<file path="src/rtl/serial_pkg.sv">
// Types and helpers shared by the serial transmitter and receiver blocks.
package serial_pkg;

    typedef logic [0:0] state_t;

    localparam state_t IDLE  = 1'b0;
    localparam state_t SHIFT = 1'b1;

    // Counter width able to hold WIDTH, the largest frame index (data + parity).
    function automatic int unsigned cnt_width(input int unsigned width);
        return $clog2(width + 1);
    endfunction

endpackage

</file>
<file path="src/rtl/piso_serializer.sv">
// Parallel-in serial-out transmitter with valid/ready word intake and bit strobe.
// Optional even-parity trailer bit when PISO_PARITY_EN is defined.
module piso_serializer
    import serial_pkg::*;
#(
    parameter int unsigned WIDTH     = 8,
    parameter int unsigned MSB_FIRST = 1
) (
    input  logic             clk,
    input  logic             rst,
    input  logic [WIDTH-1:0] par_data,
    input  logic             par_valid,
    output logic             par_ready,
    output logic             ser_data,
    output logic             ser_valid,
    output logic             ser_last,
    output logic             busy
);

`ifdef PISO_PARITY_EN
    localparam int unsigned FRAME_BITS = WIDTH + 1;
`else
    localparam int unsigned FRAME_BITS = WIDTH;
`endif
    localparam int unsigned CW = cnt_width(WIDTH);

    state_t                state, state_d;
    logic [FRAME_BITS-1:0] frame, frame_d, load;
    logic [CW-1:0]         cnt, cnt_d;
    logic                  data_d, valid_d, last_d;
    logic                  accept;

    assign par_ready = (state == IDLE) | ((state == SHIFT) & ser_last);
    assign accept    = par_valid & par_ready;
    assign busy      = (state == SHIFT);

    // Frame image arranged so the first bit to send sits at the shift-out end.
    always_comb begin
`ifdef PISO_PARITY_EN
        if (MSB_FIRST != 0) load = {par_data, ^par_data};
        else                load = {^par_data, par_data};
`else
        load = par_data;
`endif
    end

    always_comb begin
        state_d = state;
        frame_d = frame;
        cnt_d   = cnt;
        data_d  = ser_data;
        valid_d = ser_valid;
        last_d  = ser_last;
        if (accept) begin
            state_d = SHIFT;
            cnt_d   = CW'(FRAME_BITS - 1);
            valid_d = 1'b1;
            last_d  = 1'b0;
            if (MSB_FIRST != 0) begin
                data_d  = load[FRAME_BITS-1];
                frame_d = load << 1;
            end else begin
                data_d  = load[0];
                frame_d = load >> 1;
            end
        end else if (state == SHIFT) begin
            if (ser_last) begin
                state_d = IDLE;
                valid_d = 1'b0;
                last_d  = 1'b0;
                data_d  = 1'b0;
            end else begin
                cnt_d  = cnt - CW'(1);
                last_d = (cnt == CW'(1));
                if (MSB_FIRST != 0) begin
                    data_d  = frame[FRAME_BITS-1];
                    frame_d = frame << 1;
                end else begin
                    data_d  = frame[0];
                    frame_d = frame >> 1;
                end
            end
        end
    end

    always_ff @(posedge clk or posedge rst) begin
        if (rst) begin
            state     <= IDLE;
            frame     <= '0;
            cnt       <= '0;
            ser_data  <= 1'b0;
            ser_valid <= 1'b0;
            ser_last  <= 1'b0;
        end else begin
            state     <= state_d;
            frame     <= frame_d;
            cnt       <= cnt_d;
            ser_data  <= data_d;
            ser_valid <= valid_d;
            ser_last  <= last_d;
        end
    end

endmodule

</file>
<file path="config.mk">
export PLATFORM = sky130hd
export DESIGN_NAME = piso_serializer
export DESIGN_NICKNAME = d
export VERILOG_FILES = /design/src/rtl/serial_pkg.sv /design/src/rtl/piso_serializer.sv
export SDC_FILE = /design/constraint.sdc
export NUM_CORES = 1
export LEC_CHECK = 0
export ABC_CLOCK_PERIOD_IN_PS = 2100
export CAP_MARGIN = 15
export CORE_AREA = 5 5 44 46
export CTS_CLUSTER_DIAMETER = 200
export DETAILED_ROUTE_END_ITERATION = 8
export DIE_AREA = 0 0 49 51
export PLACE_DENSITY = 0.76
export SLEW_MARGIN = 0
export SYNTH_ARGS = -nofsm -noshare
export SYNTH_HDL_FRONTEND = slang
export SYNTH_SLANG_ARGS = --single-unit
</file>
<file path="constraint.sdc">
create_clock -name clk -period 2.1 [get_ports clk]
set_clock_uncertainty 0.05 [all_clocks]
set_input_delay 0.315 -clock clk [delete_from_list [all_inputs] [get_ports clk]]
set_output_delay 0.315 -clock clk [all_outputs]
set_load 0.01 [all_outputs]
</file>
==> run_results.csv, run 1 <==
group,metric,value,unit
run_status,status,"completed",
floorplan,core_area,1470,sq um
sta,period_minus_slack,1.91,ns
power,power_leakage,0.410,nW
global_routing,antenna_found_initial,0,
setup_path,crit_chain,"nor2b_2 -> inv_2 -> clkdlybuf4s50_1",
run,maxCapViolations,0,
sta,drv_slew,0,
sta,final.period_utilization,90.8,%
global_routing,grt_max_degree,19,
floorplan,fp-row-count,14,
clock_tree,insertion_delay,0.27,ns
final_layout,fin_nets,99,
setup_path,crit_required,1.74,ns
sta,tightest_slew,0.533,ns
sta,setup_tns,0,ns
power,power,1.06,mW
routing,initialDrtViolationCount,7,
final_layout,layout-drive-gt1-share,9.41,%
setup_path,worst_path_max_delay_cell,"clkdlybuf4s50_1",
setup_path,critPathMaxStageDelay,0.55,ns
setup_path,crit_fanout,8,
global_routing,grt_pass1_wl,2.23,mm
placed_design,io_buffers,15,
clock_tree,cts.path.max_buffers,2,
clock_tree,holdBufCountCts,0,
routing,first_pass_iters,3,
logic_synthesis,synth_cell_types,19,
floorplan,die_w,49,um
final_layout,final_cell_mix,"dfrtp_1, clkdlybuf4s50_1, o21ai_0, mux2i_1, nand2_1",
sta,hold_violations,0,
placed_design,dp_hpwl,934,um
logic_synthesis,synth_seq_cells,15,
logic_synthesis,synth_warnings,0,
global_routing,grt_use_total,11.0,%
routing,viasPerCell,5.02,
routing,drc,0,
global_routing,grt_overflow,0,
routing,vias,507,
setup_path,worstSetupPathType,"register to primary output",
logic_synthesis,synthesis.instances,68,
power,peakVddDrop,0.588,mV
setup_path,startpoint_type,"register",
min_path,worst_hold_path_type,"primary input to async pin",
setup_path,ff2ff_path_depth,4,
sta,max_freq,524,MHz
placed_design,gp_congestion,0.795,
setup_path,cp.arrival,1.54,ns
sta,slew_headroom,64.4,%
final_layout,area.sequential,375,sq um
clock_tree,cts-root-buf,"clkbuf_4",
power,power_density,1190,nW/um^2
floorplan,start_util,48.1,%
sta,grt_setup_unrepaired,"false",
floorplan,ioPinCount,16,
routing,wl,1.25,mm
clock_tree,cts_buffers,3,
final_layout,multiInputGateArea,288,sq um
final_layout,area_delta_synth_final,26.1,%
routing,ant_nets,0,
clock_tree,htree_levels,1,
logic_synthesis,avgSynthCellArea,10.4,sq um
clock_tree,cts_setup_buffers,0,
floorplan,dieHeight,51,um
sta,finalSetupViolations,0,
final_layout,fill_cells,122,
clock_tree,cts.repair.resized,0,
clock_tree,cts_tree,"done",
floorplan,dieArea,2500,sq um
clock_tree,cts.sink_count,15,
global_routing,grt_pass1_vias,544,
final_layout,num_antenna_cells,0,
routing,detail_route.wl_per_cell,12.3,um
logic_synthesis,synthesis.nets,81,
clock_tree,clk_pin_slew,0.09,ns
setup_path,cp-end-kind,"primary output",
logic_synthesis,yosysSeqAreaShare,53.0,%
logic_synthesis,syn_area,708,sq um
==> critical path, delay by kind of cell, from the launching register on <==
kind / cells / cell delay [ns]
flops: 1 / 0.42
buf+inv: 2 / 0.67
simple gates: 1 / 0.18
==> Yosys cell counts <==
library cell,count,area (sq um)
ha_1,2,25.0
a32oi_1,1,8.76
buf_6,1,11.3
inv_1,4,15.0
xnor2_1,1,8.76
a31oi_1,1,6.26
nor3_1,2,10.0
nand2_1,8,30.0
buf_2,3,15.0
nand3_1,3,15.0
o21ai_0,11,55.1
nor2b_2,1,8.76
o21a_1,1,7.51
dfrtp_1,15,375
a21oi_1,2,10.0
mux2_4,1,15.0
nor2_1,2,7.51
inv_2,1,3.75
mux2i_1,8,80.1
==> final cells by class <==
type                    count  share of cell area (%)
well taps                  16                    2.24
repair buffers             17                    18.5
flip-flops and latches     15                    42.0
multi-input cells          44                    32.2
clock buffers               4                    2.94
inverters                   5                    2.10
==> where the power goes <==
part           internal, mW  switching, mW
Combinational         0.217          0.210
Sequential            0.399         0.0778
Clock                0.0734         0.0836
==> sequential cells by signal (all words and copies together), names as in the netlist <==
name       cells
ser_last       1
cnt            4
frame          7
busy           1
ser_valid      1
ser_data       1
==> path summary, 6_finish.rpt <==
| path | slack (ns) | to | start |
|---|---|---|---|
| min reg2reg | 0.44 | frame[2] | frame[1] |
| min | 0.32 | frame[5] | rst |
| max | 0.19 | par_ready | busy |
| max reg2reg | 0.75 | cnt[2] | busy |
| min in group clk | 0.44 | frame[2] | frame[1] |
| max in group asynchronous | 1.32 | cnt[2] | rst |
==> metrics by stage <==
step	instance area (sq um)	setup WS, ns	hold WS (ns)	cells	util (%)
after CTS	893	0.185	0.343	101	60.7
final	893	0.193	0.323	101	60.7
after global placement	867	0.519	0.414	97	58.9
after detailed placement	867	0.492	0.422	97	58.9
after global routing	893	0.116	0.388	101	60.7
after floorplan	708	0.645	0.166	68	-
==> cell families after synthesis <==
kind of cell,Yosys count,synth area share (%)
buf+inv,9,6.36
fa+ha+maj,2,3.53
simple gates,16,10.1
xor+xnor,1,1.24
mux,9,13.4
compound gates,16,12.4
flops,15,53.0
==> per-layer routing <==
metal	vias to the layer above	track usage, %	routed length [um]
met4	0	4.04	4
met3	2	3.78	56
met2	7	18.3	602
li1	265	-	-
met1	233	13.2	583
met5	-	0	0
Note: power is estimated with default switching activity, not from simulation.
==> run 2: changes to the inputs <==
CTS_BUF_LIST = sky130_fd_sc_hd__clkbuf_8 sky130_fd_sc_hd__clkbuf_16   (was default)
SKIP_LAST_GASP = 1   (was default)
==> run 2 against run 1 <==
Compared with the run above:
- clock power increased by 41%
- fmax increased by 1.4%
- routed wire length increased by 3.6%
- critical path type unchanged
- critical endpoint unchanged
- largest cell class unchanged
- highest routed layer is now met3
==> run_results.csv, run 2 (synthesis results as in run 1) <==
group,metric,value,unit
run_status,status,"completed",
setup_path,critPathLaunch,"busy",
power,p_int,0.747,mW
global_routing,antenna_found_initial,0,
power,pwr-share-seq,42.3,%
routing,first_pass_iters,4,
floorplan,die_w,49,um
placed_design,placed_cell_area,867,sq um
sta,period_minus_slack,1.88,ns
final_layout,area_delta_synth_final,28.8,%
sta,final.period_utilization,89.6,%
routing,detail_route.wl_per_cell,12.8,um
placed_design,io_buffers,15,
final_layout,layout-drive-gt1-share,9.41,%
setup_path,worstSetupPathType,"register to primary output",
power,peakVddDrop,0.680,mV
routing,initialDrtViolationCount,5,
clock_tree,cts_tree,"done",
floorplan,dieArea,2500,sq um
sta,tightest_slew,0.536,ns
final_layout,largest_register,"frame",
clock_tree,cts.repair.resized,0,
clock_tree,cts-root-buf,"clkbuf_8",
setup_path,cp-end-kind,"primary output",
min_path,worst_hold_path_type,"primary input to async pin",
sta,finalSetupViolations,0,
floorplan,fp-row-count,14,
setup_path,ff2ff_path_depth,4,
setup_path,startpoint_type,"register",
final_layout,top_regs,"frame (7), cnt (4)",
floorplan,dieHeight,51,um
sta,hold_violations,0,
power,power_leakage,0.422,nW
setup_path,ff2ff_setup_slack,0.75,ns
setup_path,crit_fanout,8,
routing,ant_nets,0,
power,power.share.clock,19.6,%
global_routing,grt_max_degree,19,
global_routing,grt_pass1_vias,542,
setup_path,crit_path_end,"par_ready",
sta,grt_setup_unrepaired,"false",
routing,wl,1.29,mm
global_routing,grt_pass1_wl,2.21,mm
clock_tree,clk_pin_slew,0.06,ns
placed_design,gp_congestion,0.795,
clock_tree,cts_setup_buffers,0,
floorplan,ioPinCount,16,
setup_path,worstReg2RegStart,"busy",
setup_path,cp.arrival,1.52,ns
run,maxCapViolations,0,
clock_tree,htree_levels,1,
routing,viasPerCell,5.18,
sta,max_freq,532,MHz
power,combPwrFrac,38.1,%
clock_tree,cts_buffers,3,
clock_tree,holdBufCountCts,0,
final_layout,largest_reg_flops,7,
power,switching_share,33.9,%
final_layout,final_cell_mix,"dfrtp_1, clkdlybuf4s50_1, o21ai_0, mux2i_1, nand2_1",
power,power_density,1240,nW/um^2
power,power_switching,0.383,mW
clock_tree,insertion_delay,0.24,ns
setup_path,crit_required,1.74,ns
floorplan,core_area,1470,sq um
clock_tree,cts.sink_count,15,
final_layout,fin_nets,99,
floorplan,start_util,48.1,%
setup_path,r2r_end,"cnt[2]",
sta,drv_slew,0,
sta,setup_tns,0,ns
sta,slew_headroom,64.2,%
final_layout,num_antenna_cells,0,
routing,drc,0,
routing,vias,523,
final_layout,final_area,912,sq um
placed_design,dp_hpwl,934,um
clock_tree,cts.path.max_buffers,2,
final_layout,fill_cells,122,
global_routing,grt_use_total,11.1,%
global_routing,grt_overflow,0,
run 2: cell count changes in the layout (fill, tap and decap cells not counted), sizes merged:
| cell | delta |
|---|---|
| clkbuf | -1 |
| inv | +1 |
run 2: layer usage:
metal | vias up | share of wire, % | GRT usage [%]
li1 | 268 | - | -
met3 | 0 | 5.3 | 3.78
met4 | 0 | 0 | 5.38
met5 | - | 0 | 0
met1 | 246 | 44 | 13.4
met2 | 9 | 50 | 17.8
run 2: power groups by stage:
stage / combinational, mW / sequential [mW] / clock [mW]
floorplan: 0.288 / 0.479 / 0
global placement: 0.418 / 0.480 / 0
detailed placement: 0.432 / 0.485 / 0
CTS: 0.440 / 0.479 / 0.228
global route: 0.490 / 0.493 / 0.243
finish: 0.431 / 0.478 / 0.222
run 2: cell type report:
| cell class | count | area (sq um) | area share, % |
|---|---|---|---|
| well taps | 16 | 20.0 | 2.19 |
| repair buffers | 17 | 165 | 18.1 |
| flip-flops and latches | 15 | 375 | 41.2 |
| clock inverters | 1 | 3.75 | 0.412 |
| multi-input cells | 44 | 288 | 31.6 |
| clock buffers | 3 | 41.3 | 4.53 |
| inverters | 5 | 18.8 | 2.06 |
run 2: worst min path at each step:
stage / startpoint / to / slack, ns / cells after the start
CTS: rst / frame[3] / 0.38 / 2
finish: rst / frame[5] / 0.36 / 2
detailed placement: frame[4] / frame[5] / 0.42 / 2
floorplan: rst / busy / 0.17 / 1
global placement: frame[2] / frame[3] / 0.41 / 2
global route: rst / frame[5] / 0.44 / 2
run 2: critical path, stage by stage (launching register included):
cell and delay (ns):
dfrtp_1 0.41, nor2b_2 0.18, inv_2 0.13, clkdlybuf4s50_1 0.56
run 2: metrics by stage:
step                std cells  setup WS [ns]  hold WS, ns  util [%]  total power, mW
finish                    101          0.219        0.360      62.0             1.13
global placement           97          0.519        0.414      58.9            0.898
CTS                       101          0.214        0.381      62.0             1.15
global route              101          0.160        0.435      62.0             1.23
detailed placement         97          0.492        0.422      58.9            0.917
floorplan                  68          0.645        0.166         -            0.767
==> run 3: changes to the inputs <==
ABC_CLOCK_PERIOD_IN_PS = 2300   (was 2100)
GPL_TIMING_DRIVEN = 0   (was default)
clock period = 2.3 ns   (was 2.1 ns; I/O delays follow)
==> run 3 against run 2 <==
Compared with the run above:
- clock-buffer cell count is the same
- combinational power shrank 7.2%
- clock power shrank 9.5%
- cell area grew 0.14%
- die area is the same
- via count grew 5.7%
- sequential power shrank 8.6%
- utilization grew 0.085 points
- sequential cell count is the same
- worst hold slack gained 0.052 ns
- critical endpoint unchanged
- largest cell class unchanged
==> run_results.csv, run 3 (synthesis results as in run 1) <==
group,metric,value,unit
run_status,status,"completed",
sta,final.period_utilization,88.0,%
floorplan,ioPinCount,16,
clock_tree,clk_pin_slew,0.06,ns
global_routing,grt_max_degree,16,
sta,hold_violations,0,
power,combPwrFrac,38.5,%
sta,tightest_slew,0.574,ns
power,peakVddDrop,0.664,mV
clock_tree,cts.path.max_buffers,2,
setup_path,startpoint_type,"register",
setup_path,crit_chain,"nor2b_2 -> buf_6 -> inv_2 -> clkdlybuf4s50_1",
placed_design,dp_hpwl,973,um
routing,initialDrtViolationCount,8,
routing,viasPerCell,5.42,
final_layout,layout_commonest_cell,"dfrtp_1",
clock_tree,cts-root-buf,"clkbuf_8",
global_routing,grt_pass1_vias,505,
global_routing,grt_use_total,11.3,%
sta,max_freq,494,MHz
setup_path,cp.arrival,1.63,ns
floorplan,die_w,49,um
global_routing,grt_pass1_wl,2.19,mm
min_path,worst_hold_path_type,"primary input to async pin",
sta,period_minus_slack,2.02,ns
clock_tree,cts_tree,"done",
routing,detail_route.wl_per_cell,13.1,um
setup_path,worstSetupPathType,"register to primary output",
routing,wl,1.34,mm
floorplan,core_area,1470,sq um
clock_tree,holdBufCountCts,0,
power,pwr-share-seq,42.1,%
final_layout,final_area,913,sq um
setup_path,worstReg2RegStart,"busy",
final_layout,top_regs,"frame (7), cnt (4)",
power,power,1.04,mW
sta,hold_slack,0.412,ns
setup_path,cp-end-kind,"primary output",
sta,slew_headroom,61.7,%
setup_path,worst-path-stages,4,
floorplan,dieHeight,51,um
setup_path,critPathMaxStageDelay,0.55,ns
routing,drc,0,
run,maxCapViolations,0,
final_layout,largest_reg_flops,7,
sta,grt_setup_unrepaired,"false",
floorplan,start_util,48.1,%
placed_design,io_buffers,14,
global_routing,grt_overflow,0,
global_routing,antenna_found_initial,0,
power,power_switching,0.348,mW
clock_tree,cts_setup_buffers,0,
final_layout,num_antenna_cells,0,
final_layout,area_delta_synth_final,29.0,%
setup_path,worst_path_max_delay_cell,"clkdlybuf4s50_1",
routing,first_pass_iters,4,
routing,vias,553,
final_layout,finalNonFillerCells,102,
setup_path,crit_family,"buffers and inverters",
clock_tree,cts_buffers,3,
placed_design,gp_congestion,0.727,
clock_tree,insertion_delay,0.24,ns
routing,ant_nets,0,
final_layout,fin_nets,100,
power,power_density,1140,nW/um^2
clock_tree,cts.repair.resized,0,
power,power.share.clock,19.4,%
power,power_leakage,0.426,nW
sta,drv_slew,0,
final_layout,final_cell_mix,"dfrtp_1, clkdlybuf4s50_1, o21ai_0, mux2i_1, nand2_1",
floorplan,fp-row-count,14,
setup_path,ff2ff_setup_slack,0.84,ns
placed_design,place_inst,98,
setup_path,ff2ff_path_depth,5,
clock_tree,htree_levels,1,
placed_design,placed_cell_area,868,sq um
sta,finalSetupViolations,0,
setup_path,crit_fanout,10,
final_layout,layout-drive-gt1-share,11.6,%
power,switching_share,33.5,%
setup_path,crit_required,1.90,ns
final_layout,fill_cells,134,
sta,setup_tns,0,ns
power,p_int,0.691,mW
floorplan,dieArea,2500,sq um
setup_path,r2r_end,"cnt[2]",
clock_tree,cts.sink_count,15,
setup_path,crit_buf_inv,3,
final_layout,largest_register,"frame",
==> run 3: changes by cell type in the layout (fill, tap and decap cells not counted), sizes merged <==
cell	before	now
clkdlybuf4s50	15	14
buf	2	4
==> run 3: per-stage QoR <==
step	setup slack [ns]	utilization (%)
final	0.276	62.1
after global routing	0.206	62.1
after CTS	0.265	62.1
after detailed placement	0.532	59.0
after global placement	0.533	59.0
after floorplan	0.845	-
==> run 3: metal layers <==
metal / GRT usage [%] / up-vias / wire (um)
li1: - / 267 / -
met5: 0 / - / 0
met4: 5.38 / 0 / 7
met3: 2.62 / 2 / 74
met2: 18.9 / 11 / 674
met1: 13.7 / 273 / 581
==> run 3: how the worst max path moves through the flow <==
stage	from	end	slack, ns
6_report	busy	par_ready	0.28
5_1_grt	busy	par_ready	0.21
4_1_cts	busy	par_ready	0.27
3_5_place_dp	busy	par_ready	0.53
3_3_place_gp	busy	par_ready	0.53
2_1_floorplan	busy	cnt[2]	0.85
==> run 3: power by group through the flow <==
stage               Combinational [mW]  Clock, mW  Sequential (mW)
finish                           0.400      0.201            0.437
detailed placement               0.405          0            0.443
global placement                 0.395          0            0.437
global route                     0.453      0.224            0.449
floorplan                        0.263          0            0.437
CTS                              0.408      0.211            0.438
==> run 3: layout make-up <==
| type | instances | area [sq um] | area share, % |
|---|---|---|---|
| sequential | 15 | 375 | 41.1 |
| multi-input combinational | 44 | 288 | 31.5 |
| timing repair buffer | 14 | 140 | 15.3 |
| clock buffer | 3 | 41.3 | 4.52 |
| buffer | 4 | 26.3 | 2.88 |
| tap | 16 | 20.0 | 2.19 |
| inverter | 5 | 18.8 | 2.05 |
| clock inverter | 1 | 3.75 | 0.411 |
